[src/rtl/dds_pkg.sv]
// Shared constants for the DDS numerically controlled oscillator.
// Optional sine path is selected by the DDS_NCO_SIN_EN macro.
package dds_pkg;

  localparam int DEF_PHASE_W = 16;
  localparam int DEF_ADDR_W  = 8;
  localparam int DEF_DATA_W  = 8;
  localparam int DEF_AMP     = 42;

  typedef enum logic [1:0] {
    QUAD_0 = 2'd0,
    QUAD_1 = 2'd1,
    QUAD_2 = 2'd2,
    QUAD_3 = 2'd3
  } quad_e;

  localparam real TWO_PI = 6.283185307179586;

  // Quarter-wave cosine entry, rounded half away from zero; the k=Q entry is pinned to 0.
  function automatic int quarter_cos(input int amp, input int addr_w, input int k);
    real x;
    int  res;
    if (k >= (1 << (addr_w - 2))) begin
      res = 0;
    end else begin
      x   = real'(amp) * $cos(TWO_PI * real'(k) / real'(1 << addr_w));
      res = $rtoi(x + 0.5);
    end
    return res;
  endfunction

endpackage

[src/rtl/quarter_wave_rom.sv]
// Quarter-wave amplitude table with registered read, filled at elaboration.
// A second read port exists only when DDS_NCO_SIN_EN is defined.
module quarter_wave_rom
  import dds_pkg::*;
#(
  parameter int ADDR_W = DEF_ADDR_W,
  parameter int DATA_W = DEF_DATA_W,
  parameter int AMP    = DEF_AMP
) (
  input  logic              clock,
  input  logic              rd_en,
  input  logic [ADDR_W-2:0] addr_a,
  output logic [DATA_W-1:0] data_a
`ifdef DDS_NCO_SIN_EN
  ,
  input  logic [ADDR_W-2:0] addr_b,
  output logic [DATA_W-1:0] data_b
`endif
);

  localparam int Q = 1 << (ADDR_W - 2);
  localparam logic [ADDR_W-2:0] Q_A = (ADDR_W - 1)'(Q);

  logic [DATA_W-1:0] rom_s [0:Q];
  logic [DATA_W-1:0] data_a_q;

  for (genvar k = 0; k <= Q; k++) begin : g_rom
    assign rom_s[k] = DATA_W'(quarter_cos(AMP, ADDR_W, k));
  end

  // Addresses above Q never occur from the mirror logic; they read as zero.
  always_ff @(posedge clock) begin
    if (rd_en) begin
      data_a_q <= (addr_a > Q_A) ? '0 : rom_s[addr_a];
    end
  end

  assign data_a = data_a_q;

`ifdef DDS_NCO_SIN_EN
  logic [DATA_W-1:0] data_b_q;

  always_ff @(posedge clock) begin
    if (rd_en) begin
      data_b_q <= (addr_b > Q_A) ? '0 : rom_s[addr_b];
    end
  end

  assign data_b = data_b_q;
`endif

endmodule

[src/rtl/dds_nco.sv]
// Three-stage DDS NCO: phase/index, quarter-table read, sign/mirror.
// Define DDS_NCO_SIN_EN to build the sine output; otherwise sin_out is 0.
module dds_nco
  import dds_pkg::*;
#(
  parameter int PHASE_W = DEF_PHASE_W,
  parameter int ADDR_W  = DEF_ADDR_W,
  parameter int DATA_W  = DEF_DATA_W,
  parameter int AMP     = DEF_AMP
) (
  input  logic                      clock,
  input  logic                      reset,
  input  logic                      enable,
  input  logic                      clear,
  input  logic [PHASE_W-1:0]        phase_inc,
  input  logic [PHASE_W-1:0]        phase_off,
  output logic signed [DATA_W-1:0]  cos_out,
  output logic signed [DATA_W-1:0]  sin_out,
  output logic                      out_valid,
  output logic                      wrap
);

  localparam int RA_W = ADDR_W - 1;
  localparam logic [RA_W-1:0] Q_ADDR = RA_W'(1 << (ADDR_W - 2));

  logic [PHASE_W-1:0] acc_q, acc_d;
  logic               carry_q, carry_d;
  logic [PHASE_W:0]   sum_s;
  logic [PHASE_W-1:0] phase_s;

  logic              v1_q, wrap1_q;
  logic [ADDR_W-1:0] idx1_q;
  quad_e             quad1_s;
  logic [RA_W-1:0]   r1_s, cos_addr_s;
  logic              cos_neg_s;

  logic              v2_q, cneg2_q, wrap2_q;
  logic [DATA_W-1:0] cos_mag_s;

  logic [DATA_W-1:0] cos_q;
  logic              out_valid_q, wrap_q;

  assign sum_s   = {1'b0, acc_q} + {1'b0, phase_inc};
  assign phase_s = acc_q + phase_off;

  // The carry kept beside acc marks that the current acc value came from an overflow.
  always_comb begin
    acc_d   = acc_q;
    carry_d = carry_q;
    if (clear) begin
      acc_d   = '0;
      carry_d = 1'b0;
    end else if (enable) begin
      acc_d   = sum_s[PHASE_W-1:0];
      carry_d = sum_s[PHASE_W];
    end else begin
      acc_d   = acc_q;
      carry_d = carry_q;
    end
  end

  always_ff @(posedge clock) begin
    if (reset) begin
      acc_q   <= '0;
      carry_q <= 1'b0;
      v1_q    <= 1'b0;
      idx1_q  <= '0;
      wrap1_q <= 1'b0;
    end else begin
      acc_q   <= acc_d;
      carry_q <= carry_d;
      v1_q    <= enable;
      if (enable) begin
        idx1_q  <= phase_s[PHASE_W-1 -: ADDR_W];
        wrap1_q <= carry_q;
      end
    end
  end

  assign quad1_s = quad_e'(idx1_q[ADDR_W-1 -: 2]);
  assign r1_s    = RA_W'(idx1_q[ADDR_W-3:0]);

  always_comb begin
    cos_addr_s = r1_s;
    cos_neg_s  = 1'b0;
    case (quad1_s)
      QUAD_0:  begin cos_addr_s = r1_s;          cos_neg_s = 1'b0; end
      QUAD_1:  begin cos_addr_s = Q_ADDR - r1_s; cos_neg_s = 1'b1; end
      QUAD_2:  begin cos_addr_s = r1_s;          cos_neg_s = 1'b1; end
      QUAD_3:  begin cos_addr_s = Q_ADDR - r1_s; cos_neg_s = 1'b0; end
      default: begin cos_addr_s = r1_s;          cos_neg_s = 1'b0; end
    endcase
  end

`ifdef DDS_NCO_SIN_EN
  logic [RA_W-1:0]   sin_addr_s;
  logic              sin_neg_s, sneg2_q;
  logic [DATA_W-1:0] sin_mag_s, sin_q;

  // Sine is cosine one quadrant earlier: same table, rotated mirror/sign choice.
  always_comb begin
    sin_addr_s = Q_ADDR - r1_s;
    sin_neg_s  = 1'b0;
    case (quad1_s)
      QUAD_0:  begin sin_addr_s = Q_ADDR - r1_s; sin_neg_s = 1'b0; end
      QUAD_1:  begin sin_addr_s = r1_s;          sin_neg_s = 1'b0; end
      QUAD_2:  begin sin_addr_s = Q_ADDR - r1_s; sin_neg_s = 1'b1; end
      QUAD_3:  begin sin_addr_s = r1_s;          sin_neg_s = 1'b1; end
      default: begin sin_addr_s = Q_ADDR - r1_s; sin_neg_s = 1'b0; end
    endcase
  end
`endif

  quarter_wave_rom #(
    .ADDR_W (ADDR_W),
    .DATA_W (DATA_W),
    .AMP    (AMP)
  ) u_rom (
    .clock  (clock),
    .rd_en  (v1_q),
    .addr_a (cos_addr_s),
    .data_a (cos_mag_s)
`ifdef DDS_NCO_SIN_EN
    ,
    .addr_b (sin_addr_s),
    .data_b (sin_mag_s)
`endif
  );

  always_ff @(posedge clock) begin
    if (reset) begin
      v2_q    <= 1'b0;
      cneg2_q <= 1'b0;
      wrap2_q <= 1'b0;
    end else begin
      v2_q <= v1_q;
      if (v1_q) begin
        cneg2_q <= cos_neg_s;
        wrap2_q <= wrap1_q;
      end
    end
  end

  always_ff @(posedge clock) begin
    if (reset) begin
      cos_q       <= '0;
      out_valid_q <= 1'b0;
      wrap_q      <= 1'b0;
    end else begin
      out_valid_q <= v2_q;
      wrap_q      <= v2_q & wrap2_q;
      if (v2_q) begin
        cos_q <= cneg2_q ? ({DATA_W{1'b0}} - cos_mag_s) : cos_mag_s;
      end
    end
  end

`ifdef DDS_NCO_SIN_EN
  always_ff @(posedge clock) begin
    if (reset) begin
      sneg2_q <= 1'b0;
      sin_q   <= '0;
    end else begin
      if (v1_q) begin
        sneg2_q <= sin_neg_s;
      end
      if (v2_q) begin
        sin_q <= sneg2_q ? ({DATA_W{1'b0}} - sin_mag_s) : sin_mag_s;
      end
    end
  end

  assign sin_out = sin_q;
`else
  assign sin_out = '0;
`endif

  assign cos_out   = cos_q;
  assign out_valid = out_valid_q;
  assign wrap      = wrap_q;

endmodule

[config.mk]
export PLATFORM = sky130hd
export DESIGN_NAME = dds_nco
export DESIGN_NICKNAME = d
export VERILOG_FILES = /design/src/rtl/dds_pkg.sv /design/src/rtl/quarter_wave_rom.sv /design/src/rtl/dds_nco.sv
export SDC_FILE = /design/constraint.sdc
export NUM_CORES = 1
export LEC_CHECK = 0
export CAP_MARGIN = 30
export CORE_ASPECT_RATIO = 0.5
export CORE_UTILIZATION = 44
export DETAILED_ROUTE_END_ITERATION = 8
export PLACE_DENSITY_LB_ADDON = 0.25
export SLEW_MARGIN = 0
export SYNTH_ARGS = -nofsm -noshare
export SYNTH_HDL_FRONTEND = slang
export SYNTH_SLANG_ARGS = --single-unit
[constraint.sdc]
create_clock -name clock -period 8.3 [get_ports clock]
set_clock_uncertainty 0.05 [all_clocks]
set_input_delay 1.66 -clock clock [delete_from_list [all_inputs] [get_ports clock]]
set_output_delay 1.66 -clock clock [all_outputs]
set_load 0.005 [all_outputs]
# Yosys cells after proc, flatten, opt, wreduce, memory -nomap -nowiden
# Memories as Yosys holds them, arrays and structs flattened. A register that Yosys moved wholly into a read port is not among the register bits.
# Cells that the tools add are included.
totals:
  elab_cells: 31
  register_bits: 40
  mem_bits_ro: 1024
  mem_count: 1
mem_list:
  columns: ["memory", "words", "word_bits", "read_ports", "rd_ports_with_merged_regs", "wr", "line", "text"]
  rows:
  - ["(no name shown)", 128, 8, 1, 1, 0, "quarter_wave_rom.sv:34", "data_a_q <= (addr_a > Q_A) ? '0 : rom_s[addr_a];"]
classes:
  n_eq_ne: 3
  n_reduce_logical: 6
  bitwise_logic: 2
  magnitude_cmp: 1
  add_sub_neg: 4
  mux: 3
ops:
  columns: ["cell", "n"]
  rows:
  - ["$add A16 B16 Y17", 1]
  - ["$add A16 B16 Y16", 1]
  - ["$pmux W7 S2", 1]
  - ["$reduce_or A2 Y1", 5]
  - ["$mux W8", 1]
  - ["$not A7 Y8", 1]
  - ["$sub A1 B8 Y8 const A", 1]
  - ["$gt A7 B7 Y1 const B", 1]
  - ["$sub A7 B6 Y7 const A", 1]
  - ["$eq A2 B2 Y1 const B", 2]
  - ["$eq A2 B1 Y1 const B", 1]
  - ["$logic_not A2 Y1", 1]
  - ["$pmux W1 S2", 1]
  - ["$and A1 B1 Y1", 1]

# Depth between registers and ports, before layout
# Gate-level depths: netlist (run 1).
logic_depth:
  depth_word: 4
  depth_mapped: 11
  depth_no_buf: 11

# Modules after synthesis
# Synthesis (run 1) repeated with hierarchy kept, for this count alone.
unflattened:
  cells_unflattened: 407
  area_unflattened_um2: 3482.1
modules_own_cells:
  columns: ["mod", "seq_area_each_um2", "area_per_inst_um2", "instances", "cells_per_inst"]
  rows:
  - ["dds_nco", 800.8, 2841.5, 1, 337]
  - ["quarter_wave_rom", 180.2, 640.6, 1, 70]

# Least setup slack after synthesis (run 1)
# Ideal clock, no wire load.
synth_path:
  path_kind: "input to register"
  from: "input phase_off[8]"
  to: "register idx1_q[6]"
  setup_ps: 117
  arrival_time_ps: 3629
  setup_slack_ps: 4503
  stages: 8
  path_buffers: 0
  t_required_ps: 8133
  cell_sequence: "ha_1 > a21o_1 > a21o_1 > a22o_1 > a211o_1 > o311a_4 > o31a_1 > a32o_1"
synth_via:
  elab_chain_cells: 1
synth_rtl:
  columns: ["element", "line", "text"]
  rows:
  - ["start: declaration", "dds_nco.sv:16", "input logic [PHASE_W-1:0] phase_off,"]
  - ["$add A16 B16 Y16", "dds_nco.sv:44", "assign phase_s = acc_q + phase_off;"]
  - ["end signal: assignment", "dds_nco.sv:74", "idx1_q <= phase_s[PHASE_W-1 -: ADDR_W];"]
  - ["end: declaration", "dds_nco.sv:32", "logic [ADDR_W-1:0] idx1_q;"]
# Every way passes these cells.
# A chain may end at the register's enable or synchronous reset.

# Worst setup path in the final report (run 1)
layout_path:
  from: "input phase_off[8]"
  to: "register idx1_q[7]"
# Same word-level chain as after synthesis.

==> summary.md, run 1 <==
| Metric | Value |
|---|---|
| Post-synthesis async set-or-reset flop share | `0%` |
| Resized cells post-CTS | `0` |
| Worst Path Required | `8.39 ns` |
| Hold Vio Cnt, Final | `0` |
| Post-synthesis cell count | `about 400` |
| Max-slew violations | `0` |
| Die Wd | `~130 um` |
| Routed via count | `approximately 2900` |
| Hold Startpoint | `wrap2_q$_SDFFE_PP0P_` |
| Worst Tran Pin Value | `0.783 ns` |
| Fin cells | `about 530` |
| Crit share post-route | `roughly half` |
| CTS root buffer | `clkbuf_16` |
| Hold_ws | `0.413 ns` |
| Maxcap violations | `0` |
| #FFs+latches synth | `46` |
| Number of flops mapped to enable cells by yosys | `6` |
| Drt drc | `3` |
| Core area | `0.00735 sq mm` |
| Largest fanout on the critical path | `5` |
| Worst r2r dst | `u_rom.data_a[1]$_SDFFCE_PN0P_` |
| DP HPWL | `5330 um` |
| Die Ht | `approximately 64 um` |
| Hold EP | `wrap$_SDFF_PP0_` |
| Failing checks | `DRC` |
| Drt pass-1 iters | `6` |
| Post-CTS Hold Fix Bufs | `0` |
| Ys flop type | `dfxtp_1` |
| Post-route ant nets | `0` |
| TritonCTS clock tree | `done` |
| M2 GR Usage | `around a third` |
| Dpl ws | `roughly 3.9 ns` |
| Rows | `22` |
| Hold Crit Depth | `1` |
| Grt met3 use | `approximately 4.2%` |
| CP arrival | `between 4 and 5 ns` |
| CTS clk-pin slew, worst paths | `approximately 0.070 ns` |
| Worst Setup End Kind | `flip-flop` |
| CTS max path bufs | `2` |
| Yosys warning total | `0` |
| Io pins | `54` |
| Gr ovfl total | `0` |
| PwrDens | `157 mW/mm^2` |
| Crit path depth | `9` |
| Avg WL per Cell | `approximately 13 um` |
| Synth cell types | `54` |
| CTS H-tree depth | `2` |
| Number of post-CTS setup repair buffers | `0` |
| Most used routing layer | `met2` |
| Initial antenna violation count | `0` |
| GRT Overall Usage | `between 10% and 20%` |
| CTS sink cnt | `46` |
| Clock Latency Late Sink | `just under 0.3 ns` |
| Placed Cells | `between 500 and 600` |
| Starting Density | `~46%` |
| Final worst slack | `around 4.2 ns` |
| Port buffer count | `45` |
| Drt first-iter violations | `approximately 170` |
| Outcome | `finished, violations left` |
| WS Path Type | `primary input to flip-flop` |
| Delay-heaviest family, CP | `compound AO/OA/AOI/OAI gates` |
| Sequential-to-total area share from yosys stat | `a little under 30%` |
| FF-to-FF setup slack | `about 5.1 ns` |
| Reg2Reg Depth | `9` |
| Vias per cell | `5.43` |
| Nets | `a little over 500` |
| FF-to-FF Start | `idx1_q[0]$_SDFFE_PP0P_` |
| Syn Area/Cell | `between 8 and 9 sq um` |
| CP dominant cell by count | `a21o_1` |
| FMAX | `about 250 MHz` |
| Crit-path cells | `clkdlybuf4s50_1 > ha_1 > a21o_1 > a21o_1 > a22o_1 > a211o_1 > o311a_4 > nor4_1 > nor4_2` |
| Slew HR | `a little under half` |
| Final Wtd Congestion | `a little under 0.9` |
| Number of antenna diodes | `0` |
| Unrepaired setup endpoints after global routing | `false` |
| Largest net degree at the start of global routing | `27` |
| Area Growth Syn to Fin | `19.3%` |
| Layout cells sized above 1 | `roughly 3.7%` |
| Met1 usage | `roughly a quarter` |
| Mapped cell area | `about 0.0034 sq mm` |
| Final Setup Violations | `0` |
| Total CTS buffers | `5` |
| Die Area | `about 0.008 sq mm` |
| Slowest CP cell | `clkdlybuf4s50_1` |
| LEAKAGE | `~1.7 nW` |
| Slowest stage delay, CP | `0.41 ns` |
| Setup TNS | `0 ns` |
| Filler Cell Count | `a little over 700` |
| Global-route wire length before repair | `about 12000 um` |
| Worst VDD drop | `a little over 0.00008 V` |
| Critical Path Start Type | `primary input` |
| Detailed Route WL | `7020 um` |
| Hold crit path type | `flip-flop to flip-flop` |
| Vias in the first global route | `approximately 2700` |
| Worst path buffer plus inverter count | `1` |
| Post-layout minimum cycle time | `4.07 ns` |
routing by layer:
metal  up-vias  routed length, um
met1      1298               3520
met5         -                  0
met2        70               3150
met3         9                263
li1       1519                  -
met4         0                 79
state kept, by name (all words and copies together) (netlist names):
name          cells
carry_q           1
cos_out           8
v1_q              1
wrap              1
out_valid         1
u_rom.data_a      6
v2_q              1
idx1_q            8
wrap2_q           1
acc_q            16
wrap1_q           1
cneg2_q           1
cell type report:
| class | count | area (sq um) | share of cell area, % |
|---|---|---|---|
| clock buffer | 5 | 125 | 3.12 |
| clock inverter | 3 | 22.5 | 0.562 |
| inverter | 17 | 63.8 | 1.59 |
| multi-input combinational | 319 | 2230 | 55.6 |
| sequential | 46 | 981 | 24.5 |
| tap | 96 | 120 | 3.00 |
| timing repair buffer | 47 | 465 | 11.6 |
cell families after synthesis:
kind of cell,count (synthesis),synth area share (%)
buf+inv,38,5.18
flops,46,29.2
fa+ha+maj,40,15.1
xor+xnor,28,7.30
simple gates,113,15.7
other cells,1,0.112
mux,13,3.95
compound gates,117,23.5
power breakdown:
group | internal (mW) | total (mW) | leakage, nW | switching [mW]
registers | 0.241 | 0.256 | 0.382 | 0.0149
clock network | 0.113 | 0.205 | 0.0708 | 0.0921
logic | 0.0790 | 0.168 | 1.24 | 0.0889
total | 0.433 | 0.629 | 1.69 | 0.196
cell usage after synthesis (3+ instances only):
cell type   n  share of area, %
nor2_1     42               4.7
dfxtp_1    40                24
ha_1       39                15
a21oi_1    26               3.9
nand2_1    24               2.7
o21ai_0    20               3.0
inv_1      17               1.9
nor3_1     15               2.2
a211oi_1   14               3.1
xnor2_1    14               3.6
xor2_1     14               3.6
a21o_1     11               2.5
mux2i_1    11               3.3
a31oi_1    10               1.9
clkbuf_1   10               1.1
buf_4       8               1.8
nand3_1     7               1.0
edfxtp_1    6               5.4
nor2b_1     5              0.93
o21bai_1    5               1.1
o31ai_1     5               1.1
nand2b_1    4              0.74
o211ai_1    4              0.89
o22ai_1     4              0.74
or3_1       3              0.56
cells in the final DEF (no fill, tap or decap), types with 10 or more instances in the layout:
cell type	count
dfxtp_1	40
clkdlybuf4s50_1	45
ha_1	39
a21o_1	11
a31oi_1	10
a21oi_1	26
inv_1	17
xor2_1	14
nor3_1	15
a211oi_1	14
mux2i_1	11
o21ai_0	20
xnor2_1	14
nand2_1	24
nor2_1	42
per-stage QoR:
stage	area [sq um]	total power, mW	utilization, %
2_1_floorplan	3390	0.382	-
3_3_place_gp	3860	0.426	52.5
3_5_place_dp	3860	0.429	52.5
4_1_cts	4010	0.636	54.5
5_1_grt	4010	0.671	54.5
6_report	4010	0.629	54.5
worst max-delay path by stage:
stage          slack, ns    startpoint                     end
3_5_place_dp        3.93  phase_off[8]  idx1_q[7]$_SDFFE_PP0P_
5_1_grt             4.13  phase_off[8]  idx1_q[7]$_SDFFE_PP0P_
6_report            4.23  phase_off[8]  idx1_q[7]$_SDFFE_PP0P_
2_1_floorplan       4.50  phase_off[8]  idx1_q[6]$_SDFFE_PP0P_
3_3_place_gp        4.02  phase_off[8]  idx1_q[6]$_SDFFE_PP0P_
4_1_cts             4.23  phase_off[8]  idx1_q[7]$_SDFFE_PP0P_
(Power assumes the default switching activity.)
==> inputs of run 2 (changes only) <==
Clock period 8.3 ns to 3.91 ns, I/O delays scaled along.
==> summary.md, run 2 (synthesis results as in run 1) <==
| Metric | Value |
|---|---|
| Outcome | `finished, violations left` |
| Failing checks | `DRC` |
| GRT Overall Usage | `a little under a fifth` |
| TritonCTS clock tree | `done` |
| Unrepaired setup endpoints after global routing | `false` |
| Area Growth Syn to Fin | `21.8%` |
| Largest net degree at the start of global routing | `26` |
| Slew HR | `a little over half` |
| Final Util | `about 56%` |
| Worst Tran Pin Value | `around 0.67 ns` |
| Max reg flops | `16` |
| FF-to-FF Start | `idx1_q[0]$_SDFFE_PP0P_` |
| Worst path buffer plus inverter count | `1` |
| CTS sink cnt | `between 40 and 50` |
| Hold Vio Cnt, Final | `0` |
| Final Wtd Congestion | `between 0.8 and 0.9` |
| Routed via count | `around 2900` |
| LEAKAGE | `around 1.7 nW` |
| Number of antenna diodes | `0` |
| Detailed Route WL | `~7200 um` |
| Slowest stage delay, CP | `0.41 ns` |
| Gr ovfl total | `0` |
| CP arrival | `~3.3 ns` |
| Maxcap violations | `0` |
| Starting Density | `approximately 46%` |
| FMAX | `319 MHz` |
| Area of the multi-input gates | `roughly 0.0022 sq mm` |
| Vias per cell | `between 5 and 6` |
| Hold Startpoint | `wrap2_q$_SDFFE_PP0P_` |
| Dpl ws | `between 0.4 and 0.5 ns` |
| Core area | `between 0.007 and 0.008 sq mm` |
| Clock Latency Late Sink | `slightly below 0.3 ns` |
| Global-route wire length before repair | `between 10000 and 15000 um` |
| CTS clk-pin slew, worst paths | `approximately 0.070 ns` |
| Post-route ant nets | `0` |
| Critical Path Start Type | `primary input` |
| Final worst slack | `just under 0.8 ns` |
| PwrDens | `between 300 and 400 mW/mm^2` |
| Worst VDD drop | `roughly 0.00018 V` |
| Layout cells sized above 1 | `under 10%` |
| Post-layout minimum cycle time | `3.14 ns` |
| Max-slew violations | `0` |
| Register area | `about 980 sq um` |
| Io pins | `54` |
| Total CTS buffers | `5` |
| Drt pass-1 iters | `6` |
| CTS H-tree depth | `2` |
| CP dominant cell by count | `a21o_1` |
| Die Area | `approximately 0.008 sq mm` |
| CTS max path bufs | `2` |
| Hold crit path type | `flip-flop to flip-flop` |
| CTS root buffer | `clkbuf_16` |
| Final Setup Violations | `0` |
| Largest Register | `acc_q` |
| Port buffer count | `45` |
| Most frequent cells in the layout | `clkdlybuf4s50_1 (45), nor2_1 (42), dfxtp_1 (40), ha_1 (39), a21oi_1 (26)` |
| Largest fanout on the critical path | `5` |
| Drt first-iter violations | `about 140` |
| DP HPWL | `approximately 5400 um` |
| WS Path Type | `primary input to flip-flop` |
| Nets | `approximately 520` |
| Vias in the first global route | `approximately 2700` |
| Number of post-CTS setup repair buffers | `0` |
| Crit share post-route | `approximately four fifths` |
| Crit-path cells | `clkdlybuf4s50_1 > ha_1 > a21o_1 > a21o_1 > a22o_1 > a211o_1 > o311a_4 > o31a_1 > a32o_1` |
| Setup TNS | `0 ns` |
| FF-to-FF setup slack | `just over 1 ns` |
| Initial antenna violation count | `0` |
| Die Ht | `63.8 um` |
| Filler Cell Count | `approximately 710` |
| Worst Setup SP | `phase_off[8]` |
| Drt drc | `3` |
| Die Wd | `126 um` |
| Worst Setup End Kind | `flip-flop` |
| Slowest CP cell | `clkdlybuf4s50_1` |
| Most common cell after layout, fill and taps aside | `clkdlybuf4s50_1` |
| Post-CTS Hold Fix Bufs | `0` |
| Resized cells post-CTS | `0` |
| Worst Path Required | `~4.1 ns` |
| Rows | `22` |
| Avg WL per Cell | `13.4 um` |
| Delay-heaviest family, CP | `compound AO/OA/AOI/OAI gates` |
==> run 2: cell types whose count changed in the layout (fill, tap and decap cells not counted), sizes merged <==
cell	previous run	this run
buf	2	7
bufinv	0	2
clkinv	0	1
clkinvlp	1	0
inv	19	17
==> run 2: final timing paths <==
kind	to	cells after the start
min reg2reg	wrap$_SDFF_PP0_	1
max reg2reg	u_rom.data_a[1]$_SDFFCE_PN0P_	10
max	idx1_q[6]$_SDFFE_PP0P_	9
min	wrap$_SDFF_PP0_	1
==> run 2: power breakdown <==
group,total (mW),internal [mW],switching [mW],leakage (nW)
sequential,0.545,0.512,0.0322,0.382
clock,0.562,0.368,0.195,0.0940
combinational,0.372,0.177,0.194,1.26
total,1.48,1.06,0.421,1.74
==> run 2: per-stage QoR <==
stage	power, mW	cell area (sq um)	hold WS, ns	cells
floorplan	0.812	3390	0.379	403
global placement	0.916	3900	0.403	530
global route	1.56	4090	0.447	538
CTS	1.49	4090	0.412	538
detailed placement	0.923	3900	0.395	530
finish	1.48	4090	0.406	538
==> run 2: area by class of cell <==
type,instances,share of cell area (%)
clock inverter,3,1.68
timing repair buffer,52,12.3
tap,96,2.93
sequential,46,24.0
inverter,17,1.56
multi-input combinational,319,54.5
clock buffer,5,3.06
==> run 2: per-layer routing <==
layer | up-vias | GRT usage [%] | wire length (um)
met5 | - | 0 | 0
li1 | 1542 | - | -
met2 | 70 | 32.5 | 3320
met4 | 0 | 6.10 | 53
met3 | 6 | 4.19 | 274
met1 | 1324 | 24.0 | 3590
==> run 2: worst register-to-register path: stages (launching register included) <==
cell and delay (ns):
dfxtp_1 0.51, inv_1 0.13, ha_1 0.28, nor2b_1 0.22, a21oi_1 0.28, xor2_1 0.17
buf_4 0.19, mux2_2 0.34, o21ai_0 0.25, nor3_1 0.12, nor3_1 0.19
==> inputs of run 3 (changes only) <==
Clock period 3.91 ns to 2.89 ns, I/O delays scaled along.
==> summary.md, run 3 (synthesis results as in run 1) <==
| Metric | Value |
|---|---|
| Outcome | `finished, violations left` |
| Failing checks | `DRC` |
| Most frequent cells in the layout | `clkdlybuf4s50_1 (45), nor2_1 (41), dfxtp_1 (40), ha_1 (39), a21oi_1 (26)` |
| Maxcap violations | `0` |
| Vias per cell | `around 5.4` |
| Total chip power | `between 1.5 and 2 mW` |
| CTS H-tree depth | `2` |
| Worst VDD drop | `around 0.00028 V` |
| Worst r2r dst | `u_rom.data_a[1]$_SDFFCE_PN0P_` |
| CTS root buffer | `clkbuf_16` |
| Total CTS buffers | `5` |
| Hold_ws | `0.406 ns` |
| Die Wd | `around 130 um` |
| Hold Startpoint | `wrap2_q$_SDFFE_PP0P_` |
| Clock Latency Late Sink | `0.29 ns` |
| Global-route wire length before repair | `about 12000 um` |
| Die Ht | `between 60 and 70 um` |
| Reg2Reg Depth | `10` |
| Unrepaired setup endpoints after global routing | `false` |
| Worst Setup End Kind | `flip-flop` |
| Slowest CP cell | `clkdlybuf4s50_1` |
| Port buffer count | `45` |
| Nets | `approximately 530` |
| Largest fanout on the critical path | `4` |
| TritonCTS clock tree | `done` |
| Initial antenna violation count | `0` |
| Hold Vio Cnt, Final | `0` |
| Number of post-CTS setup repair buffers | `0` |
| Area Growth Syn to Fin | `24.5%` |
| Core area | `between 0.007 and 0.008 sq mm` |
| Starting Density | `45.7%` |
| Crit-path cells | `clkdlybuf4s50_1 > ha_1 > a21o_1 > a21o_1 > a22o_1 > a211o_1 > o311a_4 > o31a_1 > a32o_1` |
| Number of antenna diodes | `0` |
| DP HPWL | `around 5500 um` |
| Post-layout minimum cycle time | `between 2 and 3 ns` |
| Worst Tran Pin Value | `slightly above 0.7 ns` |
| Worst Path Required | `just over 3 ns` |
| Io pins | `54` |
| Slowest stage delay, CP | `0.41 ns` |
| Drt pass-1 iters | `6` |
| Most common cell after layout, fill and taps aside | `clkdlybuf4s50_1` |
| CTS clk-pin slew, worst paths | `roughly 0.060 ns` |
| Final Util | `between 50% and 60%` |
| Routed via count | `roughly 3000` |
| Critical Path Start Type | `primary input` |
| Drt drc | `3` |
| FMAX | `354 MHz` |
| GRT Overall Usage | `19.2%` |
| WS Path Type | `primary input to flip-flop` |
| Max reg flops | `16` |
| Hold EP | `wrap$_SDFF_PP0_` |
| Largest Register | `acc_q` |
| Rows | `22` |
| CTS sink cnt | `between 40 and 50` |
| LEAKAGE | `1.80 nW` |
| Final Wtd Congestion | `a little under 0.9` |
| Post-route ant nets | `0` |
| Avg WL per Cell | `roughly 13 um` |
| Slew HR | `just over 50%` |
| Largest net degree at the start of global routing | `26` |
| Post-CTS Hold Fix Bufs | `0` |
| CP dominant cell by count | `a21o_1` |
| CTS max path bufs | `2` |
| Layout cells sized above 1 | `under 10%` |
| PwrDens | `449 mW/mm^2` |
| Die Area | `between 0.008 and 0.009 sq mm` |
| FF-to-FF Start | `idx1_q[7]$_SDFFE_PP0P_` |
| Detailed Route WL | `~7100 um` |
| FF-to-FF setup slack | `between 0.15 and 0.2 ns` |
| Drt first-iter violations | `between 150 and 200` |
| Hold Crit Depth | `1` |
| Resized cells post-CTS | `0` |
| CP arrival | `between 2 and 3 ns` |
| Filler Cell Count | `690` |
| Crit share post-route | `97.6%` |
| Vias in the first global route | `about 2700` |
| Gr ovfl total | `0` |
| Max-slew violations | `0` |
| Final Setup Violations | `0` |
| Hold crit path type | `flip-flop to flip-flop` |
-- run 3: changes by cell type in the layout (fill, tap and decap cells not counted) --
cell / delta
buf_4: +15
bufinv_16: -2
clkbuf_1: +1
clkbuf_16: +1
clkinv_4: -1
clkinvlp_4: +1
nor2_1: -1
nor2_2: +1
nor4_1: -1
nor4_2: +1
-- run 3: power breakdown --
part           switching (mW)  total, mW  leakage (nW)  internal, mW
logic                   0.271      0.529          1.34         0.258
clock network           0.243      0.617        0.0753         0.373
registers              0.0397      0.733         0.382         0.693
total                   0.554       1.88          1.80          1.32
-- run 3: worst max-delay path, delay by kind of cell --
family / cells / cell delay, ns
adder cells (fa/ha/maj): 1 / 0.31
buffers and inverters: 1 / 0.41
AO/OA/AOI/OAI: 7 / 1.65
-- run 3: worst max-delay path by stage --
stage,startpoint,end,slack [ns],cells after the start
2_1_floorplan,phase_off[8],idx1_q[6]$_SDFFE_PP0P_,0.18,8
3_3_place_gp,phase_off[8],idx1_q[6]$_SDFFE_PP0P_,-0.20,9
3_5_place_dp,phase_off[8],idx1_q[6]$_SDFFE_PP0P_,-0.24,9
4_1_cts,phase_off[8],idx1_q[6]$_SDFFE_PP0P_,0.07,9
5_1_grt,phase_off[8],idx1_q[6]$_SDFFE_PP0P_,0.0008,9
6_report,phase_off[8],idx1_q[6]$_SDFFE_PP0P_,0.07,9
-- run 3: per-stage QoR --
| step | cell area (sq um) | worst slack, ns | instances | TNS [ns] |
|---|---|---|---|---|
| global route | 4180 | 0.000804 | 553 | 0 |
| finish | 4180 | 0.0684 | 553 | 0 |
| floorplan | 3390 | 0.175 | 403 | 0 |
| global placement | 4010 | -0.204 | 545 | -0.453 |
| CTS | 4170 | 0.0737 | 553 | 0 |
| detailed placement | 4010 | -0.235 | 545 | -0.687 |
-- run 3: layout make-up --
class | count | area (sq um) | area share [%]
sequential | 46 | 981 | 23.5
tap | 96 | 120 | 2.87
clock inverter | 1 | 7.51 | 0.180
multi-input combinational | 319 | 2240 | 53.6
clock buffer | 7 | 154 | 3.68
inverter | 17 | 63.8 | 1.53
timing repair buffer | 67 | 616 | 14.7
-- run 3: metal layers --
layer	vias up	share of wire [%]	global-route usage, %
li1	1562	-	-
met1	1357	49	24.5
met2	78	46	33.1
met3	5	4.3	3.85
met4	0	0.76	5.79
met5	-	0	0
